`config.mk`:
```
export PLATFORM = sky130hd
export DESIGN_NAME = spec_register_alias_table
export DESIGN_NICKNAME = d
export VERILOG_FILES = /design/src/rtl/spec_register_alias_table.sv
export SDC_FILE = /design/constraint.sdc
export NUM_CORES = 1
export LEC_CHECK = 0
export CAP_MARGIN = 10
export CORE_ASPECT_RATIO = 1.25
export CORE_MARGIN = 2
export CORE_UTILIZATION = 33
export CTS_CLUSTER_SIZE = 28
export DETAILED_ROUTE_END_ITERATION = 10
export GPL_ROUTABILITY_DRIVEN = 0
export PLACE_DENSITY_LB_ADDON = 0.1
export SLEW_MARGIN = 20
export SYNTH_ARGS = -nofsm -noshare
export SYNTH_HDL_FRONTEND = slang
export SYNTH_SLANG_ARGS = --single-unit
```
`constraint.sdc`:
```
create_clock -name clk -period 3.8 [get_ports clk]
set_clock_uncertainty 0.05 [all_clocks]
set_input_delay 0.38 -clock clk [delete_from_list [all_inputs] [get_ports clk]]
set_output_delay 0.38 -clock clk [all_outputs]
set_load 0.005 [all_outputs]
```
`src/rtl/spec_register_alias_table.sv`:
```
// rtl/spec_register_alias_table.sv - speculative rename map table with intra-group bypass and flush recovery
module spec_register_alias_table #(
  parameter int DECODE_WIDTH = 2,
  parameter int PHY_REG_NUM  = 64,
  localparam int PW          = $clog2(PHY_REG_NUM)
) (
  input  logic                       clk,
  input  logic                       rst_n,

  input  logic [DECODE_WIDTH-1:0]    valid_i,
  output logic                       ready_o,
  input  logic [DECODE_WIDTH*5-1:0]  src0_i,
  input  logic [DECODE_WIDTH*5-1:0]  src1_i,
  input  logic [DECODE_WIDTH-1:0]    dest_valid_i,
  input  logic [DECODE_WIDTH*5-1:0]  dest_i,
  input  logic [DECODE_WIDTH*PW-1:0] preg_i,

  output logic [DECODE_WIDTH-1:0]    valid_o,
  input  logic                       ready_i,
  output logic [DECODE_WIDTH*PW-1:0] psrc0_o,
  output logic [DECODE_WIDTH*PW-1:0] psrc1_o,
  output logic [DECODE_WIDTH*PW-1:0] pdst_o,
  output logic [DECODE_WIDTH*PW-1:0] ppdst_o,
  output logic [DECODE_WIDTH-1:0]    dest_valid_o,

  input  logic                       flush_i,
  input  logic [32*PW-1:0]           arch_rat_i
);

  typedef enum logic [0:0] {
    NORMAL  = 1'b0,
    RECOVER = 1'b1
  } state_e;

  state_e state_q;

  // Speculative logical -> physical map
  logic [PW-1:0] table_q [32];

  // Unpacked per-slot views of the incoming group
  logic [4:0]    src0   [DECODE_WIDTH];
  logic [4:0]    src1   [DECODE_WIDTH];
  logic [4:0]    dest   [DECODE_WIDTH];
  logic [PW-1:0] preg   [DECODE_WIDTH];
  logic [DECODE_WIDTH-1:0] dv;

  // Renamed results for the incoming group, loaded into the output stage on accept
  logic [PW-1:0] psrc0_d [DECODE_WIDTH];
  logic [PW-1:0] psrc1_d [DECODE_WIDTH];
  logic [PW-1:0] ppdst_d [DECODE_WIDTH];

  // Output stage registers
  logic [DECODE_WIDTH-1:0]    valid_q;
  logic [DECODE_WIDTH-1:0]    dest_valid_q;
  logic [DECODE_WIDTH*PW-1:0] psrc0_q;
  logic [DECODE_WIDTH*PW-1:0] psrc1_q;
  logic [DECODE_WIDTH*PW-1:0] pdst_q;
  logic [DECODE_WIDTH*PW-1:0] ppdst_q;

  logic accept;

  // Output-stage space is available when empty or draining this cycle; flush blocks intake
  assign ready_o = (state_q == NORMAL) && !flush_i && (!(|valid_q) || ready_i);
  assign accept  = (|valid_i) && ready_o;

  // Slice the flat input buses and form effective destination valids (r0 never remapped)
  always_comb begin
    for (int i = 0; i < DECODE_WIDTH; i++) begin
      src0[i] = src0_i[i*5 +: 5];
      src1[i] = src1_i[i*5 +: 5];
      dest[i] = dest_i[i*5 +: 5];
      preg[i] = preg_i[i*PW +: PW];
      dv[i]   = dest_valid_i[i] & valid_i[i] & (dest_i[i*5 +: 5] != 5'd0);
    end
  end

  // Table lookup with bypass from the youngest earlier same-group writer
  always_comb begin
    for (int i = 0; i < DECODE_WIDTH; i++) begin
      psrc0_d[i] = table_q[src0[i]];
      psrc1_d[i] = table_q[src1[i]];
      ppdst_d[i] = table_q[dest[i]];
      // Ascending scan: a later (younger) matching slot overrides an earlier one
      for (int j = 0; j < DECODE_WIDTH; j++) begin
        if (j < i && dv[j]) begin
          if (dest[j] == src0[i]) psrc0_d[i] = preg[j];
          if (dest[j] == src1[i]) psrc1_d[i] = preg[j];
          if (dest[j] == dest[i]) ppdst_d[i] = preg[j];
        end
      end
    end
  end

  // Map table: restore from the committed map in RECOVER, else record accepted destinations
  always_ff @(posedge clk or negedge rst_n) begin
    if (!rst_n) begin
      for (int r = 0; r < 32; r++) begin
        table_q[r] <= '0;
      end
    end else if (state_q == RECOVER) begin
      // r0 stays pinned to physical register 0 regardless of the committed image
      table_q[0] <= '0;
      for (int r = 1; r < 32; r++) begin
        table_q[r] <= arch_rat_i[r*PW +: PW];
      end
    end else if (accept) begin
      // Ascending slot order so the highest slot wins on a same-register WAW
      for (int i = 0; i < DECODE_WIDTH; i++) begin
        if (dv[i]) begin
          table_q[dest[i]] <= preg[i];
        end
      end
    end
  end

  // Recovery FSM and registered output stage; flush outranks accept and ready_i
  always_ff @(posedge clk or negedge rst_n) begin
    if (!rst_n) begin
      state_q      <= NORMAL;
      valid_q      <= '0;
      dest_valid_q <= '0;
      psrc0_q      <= '0;
      psrc1_q      <= '0;
      pdst_q       <= '0;
      ppdst_q      <= '0;
    end else begin
      case (state_q)
        NORMAL: begin
          if (flush_i) begin
            state_q      <= RECOVER;
            valid_q      <= '0;
            dest_valid_q <= '0;
            psrc0_q      <= '0;
            psrc1_q      <= '0;
            pdst_q       <= '0;
            ppdst_q      <= '0;
          end else if (accept) begin
            valid_q      <= valid_i;
            dest_valid_q <= dv;
            for (int i = 0; i < DECODE_WIDTH; i++) begin
              psrc0_q[i*PW +: PW] <= psrc0_d[i];
              psrc1_q[i*PW +: PW] <= psrc1_d[i];
              pdst_q[i*PW +: PW]  <= preg[i];
              ppdst_q[i*PW +: PW] <= ppdst_d[i];
            end
          end else if (ready_i) begin
            // Group consumed downstream with nothing to replace it
            valid_q      <= '0;
            dest_valid_q <= '0;
            psrc0_q      <= '0;
            psrc1_q      <= '0;
            pdst_q       <= '0;
            ppdst_q      <= '0;
          end
        end
        RECOVER: begin
          valid_q      <= '0;
          dest_valid_q <= '0;
          // A repeated flush keeps recovering for one more cycle
          if (!flush_i) begin
            state_q <= NORMAL;
          end
        end
        default: begin
          state_q <= NORMAL;
        end
      endcase
    end
  end

  assign valid_o      = valid_q;
  assign dest_valid_o = dest_valid_q;
  assign psrc0_o      = psrc0_q;
  assign psrc1_o      = psrc1_q;
  assign pdst_o       = pdst_q;
  assign ppdst_o      = ppdst_q;

endmodule

```
==> metrics list <==
* Instance area at placement: between 20000 and 30000 µm²
* Worst reg2reg setup slack: about 0.90 ns
- For the worst setup path, the data arrival time is 3.59 ns.
- Number of failing setup endpoints in the final timing report: 0
- The floorplan has roughly 110 rows.
- Static leakage: approximately 0.011 µW
- Final routed DRC violation total: 0
- In this run the worst path has a maximum fanout of 7.
* Number of H-tree levels: 1
* Internal power of the cells: ~6700 µW
- Total Routing Usage GR: 33.6%
- After the first detailed-routing iteration, the DRC count stood at 3561.
* Slowest cell on the critical path: a2111oi_1
- Number of antenna violations at the first check in global routing: 7
- Combinational group share of total power: about a third
* Prevailing post-synth register cell: dfrtp_1
- Number of warnings reported in the yosys synthesis log: 0
- For this run the aggregate overflow at the end of global routing stands at 0.
- Initial core utilization: around a third
- The analysis attributes to net switching a power of just over 4000 µW.
- CP startpoint: dest_i[3]
- Routed Wire Length: 131000 µm
- Max-cap violation count: 0
- Vias post-DR: ~25000
- On the worst path, the slowest cell contributes a delay of around 1 ns.
- From left edge to right edge, the die measures about 250 µm.
- Fraction of power spent switching nets: a little under two fifths
- Count of unique library cells instantiated by Yosys: about 70
* Biggest area consumer among synthesized cells: dfrtp_1
- After synthesis the cells add up to ~25000 µm².
- Clock tree synthesis inserted a total of 30 buffers.
* Areal power density over the cells: 364 nW/µm²
- Hold violation count in the final report: 0
* Cells on worst reg2reg path: 5
- Router iterations before antenna repair: 6
- Largest net degree at the start of global routing: 135
- The run finished with clean final reports.
- End of the critical path: ppdst_o[6]
- Data required time of the critical path: ~4.3 ns
* Net count, final: approximately 3000
* Avg Synthesized Cell Area: between 9 and 10 µm²
- Post-Route Setup TNS: 0 ns
- CTS sink count: approximately 250
* Global-route wire length before repair: 184000 µm
* Element type at the critical path start: input pin
* Fraction of power consumed by the clock network: 31.3%
- The critical path contains buffers and inverters numbering 2 combined.
* Average wire per cell in the routed design: between 30 and 40 µm
- Post-CTS setup-driven buffer insertion count: 0
- Max-slew violation total from the final report: 0
- Top achievable clock speed: roughly 320 MHz
- Synthesized Nets: approximately 2900
- In this run the critical register-to-register path is captured at ppdst_o[6].
- Area share of the largest cell type after synthesis: between 20% and 30%
- Clock transition at the registers of the reported paths: roughly 0.06 ns
* Clock root cell: clkbuf_16
- Critical path depth: 7
- Detailed placement finished with a half-perimeter wire length of around 96000 µm.
- Worst Tran Pin Value: 1.13 ns
* Number of cells produced by synthesis: around 2600
* Unrepaired setup endpoints after global routing: false
- Normalized max-slew margin: 24.4%
- In the finished design, the share of the clock period the worst path needs comes to approximately 82%.
- STA classifies the critical path endpoint as a flop.
- Floorplan die height: 309 µm
* Number of synthesized flops with an enable pin: 0
* DRT antenna net count: 0
- TritonCTS built the clock tree.
- Final period demand of the worst path: 3.12 ns
* Peak supply drop: 0.000401 V
- R2R Path Start: table_q[48]
- Clock latency reported for the late side of the worst-skew pair: between 0.6 and 0.7 ns
- 295 I/O pins were placed.
- Sequential group share of total power: roughly 36%
* Sequential element share of the synthesized area: around a quarter
* Clock Tree Buf Depth: 3
- Number of cells upsized or downsized after cts: 0
- In the post-synthesis netlist, the biggest area contributors are dfrtp_1 (25%), mux4_2 (24%), nand2_1 (7.8%), mux2i_1 (7.7%), nor2_1 (3.9%).
- The worst setup path is of the in -> reg kind.
- Of the cells placed in the final design, the portion with a size suffix greater than 1 is about a fifth.
- Dividing the detail-routed via count by the number of cells gives around 6.7.
- Buffers inserted to repair hold after CTS numbered 1.
* Area grow syn2layout: 20.2%
- During placement, the flow inserted port buffers numbering between 200 and 300.
* Type of the worst min-delay path: in -> async
- In the synthesized netlist the async set-or-reset flop fraction comes to 100%.
* Floorplan core area: ~74000 µm²
- Ordered list of cells on the worst path: clkdlybuf4s50_1, or3_4, o311ai_4, nor3_1, a2111oi_1, buf_4, o21ai_1
- The die covers 76800 µm².
- Top Family by Delay on Critical Path: compound AO/OA/AOI/OAI gates
- The via count of the first global-routing pass came to between 20000 and 25000.
- Synthesis inferred 245 register bits.
- Final cell area excluding filler cells: between 20000 and 30000 µm²
## registers in the layout, indices dropped and copies added, names as in the netlist
register / cells
ppdst_o: 12
psrc0_o: 12
table_q: 192
pdst_o: 12
state_q: 1
dest_valid_o: 2
psrc1_o: 12
valid_o: 2
## metal layers
metal	share of wire (%)	up-vias	wire length, µm	GRT usage, %
met5	0.046	-	60	0
met4	8.1	12	10600	21.2
met3	10	415	13100	7.34
met2	46	1868	60500	54.2
met1	35	12600	46300	40.5
li1	-	10500	-	-
## power by group through the flow
stage               combinational, µW  clock, µW  sequential (µW)
floorplan                        2190          0             3310
global placement                 3450          0             3770
detailed placement               3490          0             3800
CTS                              3500       3390             3760
global route                     3780       3490             3810
finish                           3580       3370             3820
## final cells by class
cell class / instances / area (µm²)
fill: 7381 / 44700
multi-input combinational: 2071 / 17100
sequential: 245 / 6130
timing repair buffer: 425 / 3980
tap: 969 / 1210
clock buffer: 40 / 858
clock inverter: 16 / 263
inverter: 11 / 41.3
antenna: 1 / 2.50
## worst reg2reg max path, delay by kind of cell (launching register included)
kind                   cells  cell delay, ns
AOI/OAI and AO/OA          2            1.07
DFF                        1            0.53
muxes                      2            0.89
buffers and inverters      1            0.24
## per-stage QoR
step	hold slack (ns)	utilization [%]	total power [µW]	instances	setup slack [ns]
6_report	0.287	39.9	10800	3778	0.677
5_1_grt	0.302	39.9	11100	3778	0.788
4_1_cts	0.274	39.9	10700	3777	0.885
3_5_place_dp	0.376	38.3	7290	3720	0.230
3_3_place_gp	0.382	38.3	7220	3720	-0.0575
2_1_floorplan	0.0344	-	5500	2635	1.58
## cells by family (layout without fill, tap and decap cells)
group | after synthesis | in the layout | share of synthesized area (%)
xor+xnor | 15 | 15 | 0.534
flops | 245 | 245 | 24.9
compound gates | 661 | 661 | 20.9
buf+inv | 319 | 492 | 5.67
simple gates | 938 | 938 | 16.2
mux | 457 | 457 | 31.8
other cells | 0 | 1 | 0
## cell usage in the layout (no fill, tap or decap), types with 60 or more instances in the layout
master	netlist	layout
nor2_1	258	258
mux2i_1	190	190
nand3_1	60	60
o211ai_1	64	64
o221ai_1	90	90
o21ai_0	95	95
nand2_1	514	514
a31o_2	81	81
buf_4	17	126
dfrtp_1	245	244
a21oi_1	61	61
clkdlybuf4s50_1	0	266
mux4_2	260	260
## Yosys cell counts, types with 6 or more instances
| library cell | n |
|---|---|
| o2111ai_1 | 12 |
| a311o_1 | 23 |
| a221o_1 | 51 |
| a211o_1 | 28 |
| nand3_1 | 60 |
| dfrtp_1 | 245 |
| nor2_2 | 6 |
| mux2i_1 | 190 |
| buf_4 | 17 |
| or2_2 | 8 |
| nand2b_1 | 11 |
| o21ai_0 | 95 |
| mux2_2 | 7 |
| nor2_1 | 258 |
| nand2_1 | 514 |
| nor3b_1 | 7 |
| a31o_2 | 81 |
| o211ai_1 | 64 |
| buf_2 | 82 |
| buf_1 | 12 |
| inv_1 | 11 |
| o21a_1 | 6 |
| a21oi_1 | 61 |
| a22o_1 | 32 |
| clkbuf_1 | 192 |
| nor2b_1 | 20 |
| xnor2_1 | 13 |
| a22oi_1 | 53 |
| o221ai_1 | 90 |
| a32oi_1 | 15 |
| nor3_1 | 9 |
| a221oi_1 | 17 |
| mux4_2 | 260 |
## worst min path at each step
| stage | start | endpoint | slack, ns | cells past startpoint |
|---|---|---|---|---|
| CTS | arch_rat_i[159] | table_q[33] | 0.27 | 3 |
| detailed placement | rst_n | state_q | 0.38 | 1 |
| finish | rst_n | state_q | 0.29 | 2 |
| global placement | rst_n | state_q | 0.38 | 1 |
| floorplan | rst_n | dest_valid_o[0] | 0.03 | 0 |
| global route | arch_rat_i[38] | table_q[152] | 0.30 | 3 |
(Power assumes the default switching activity.)
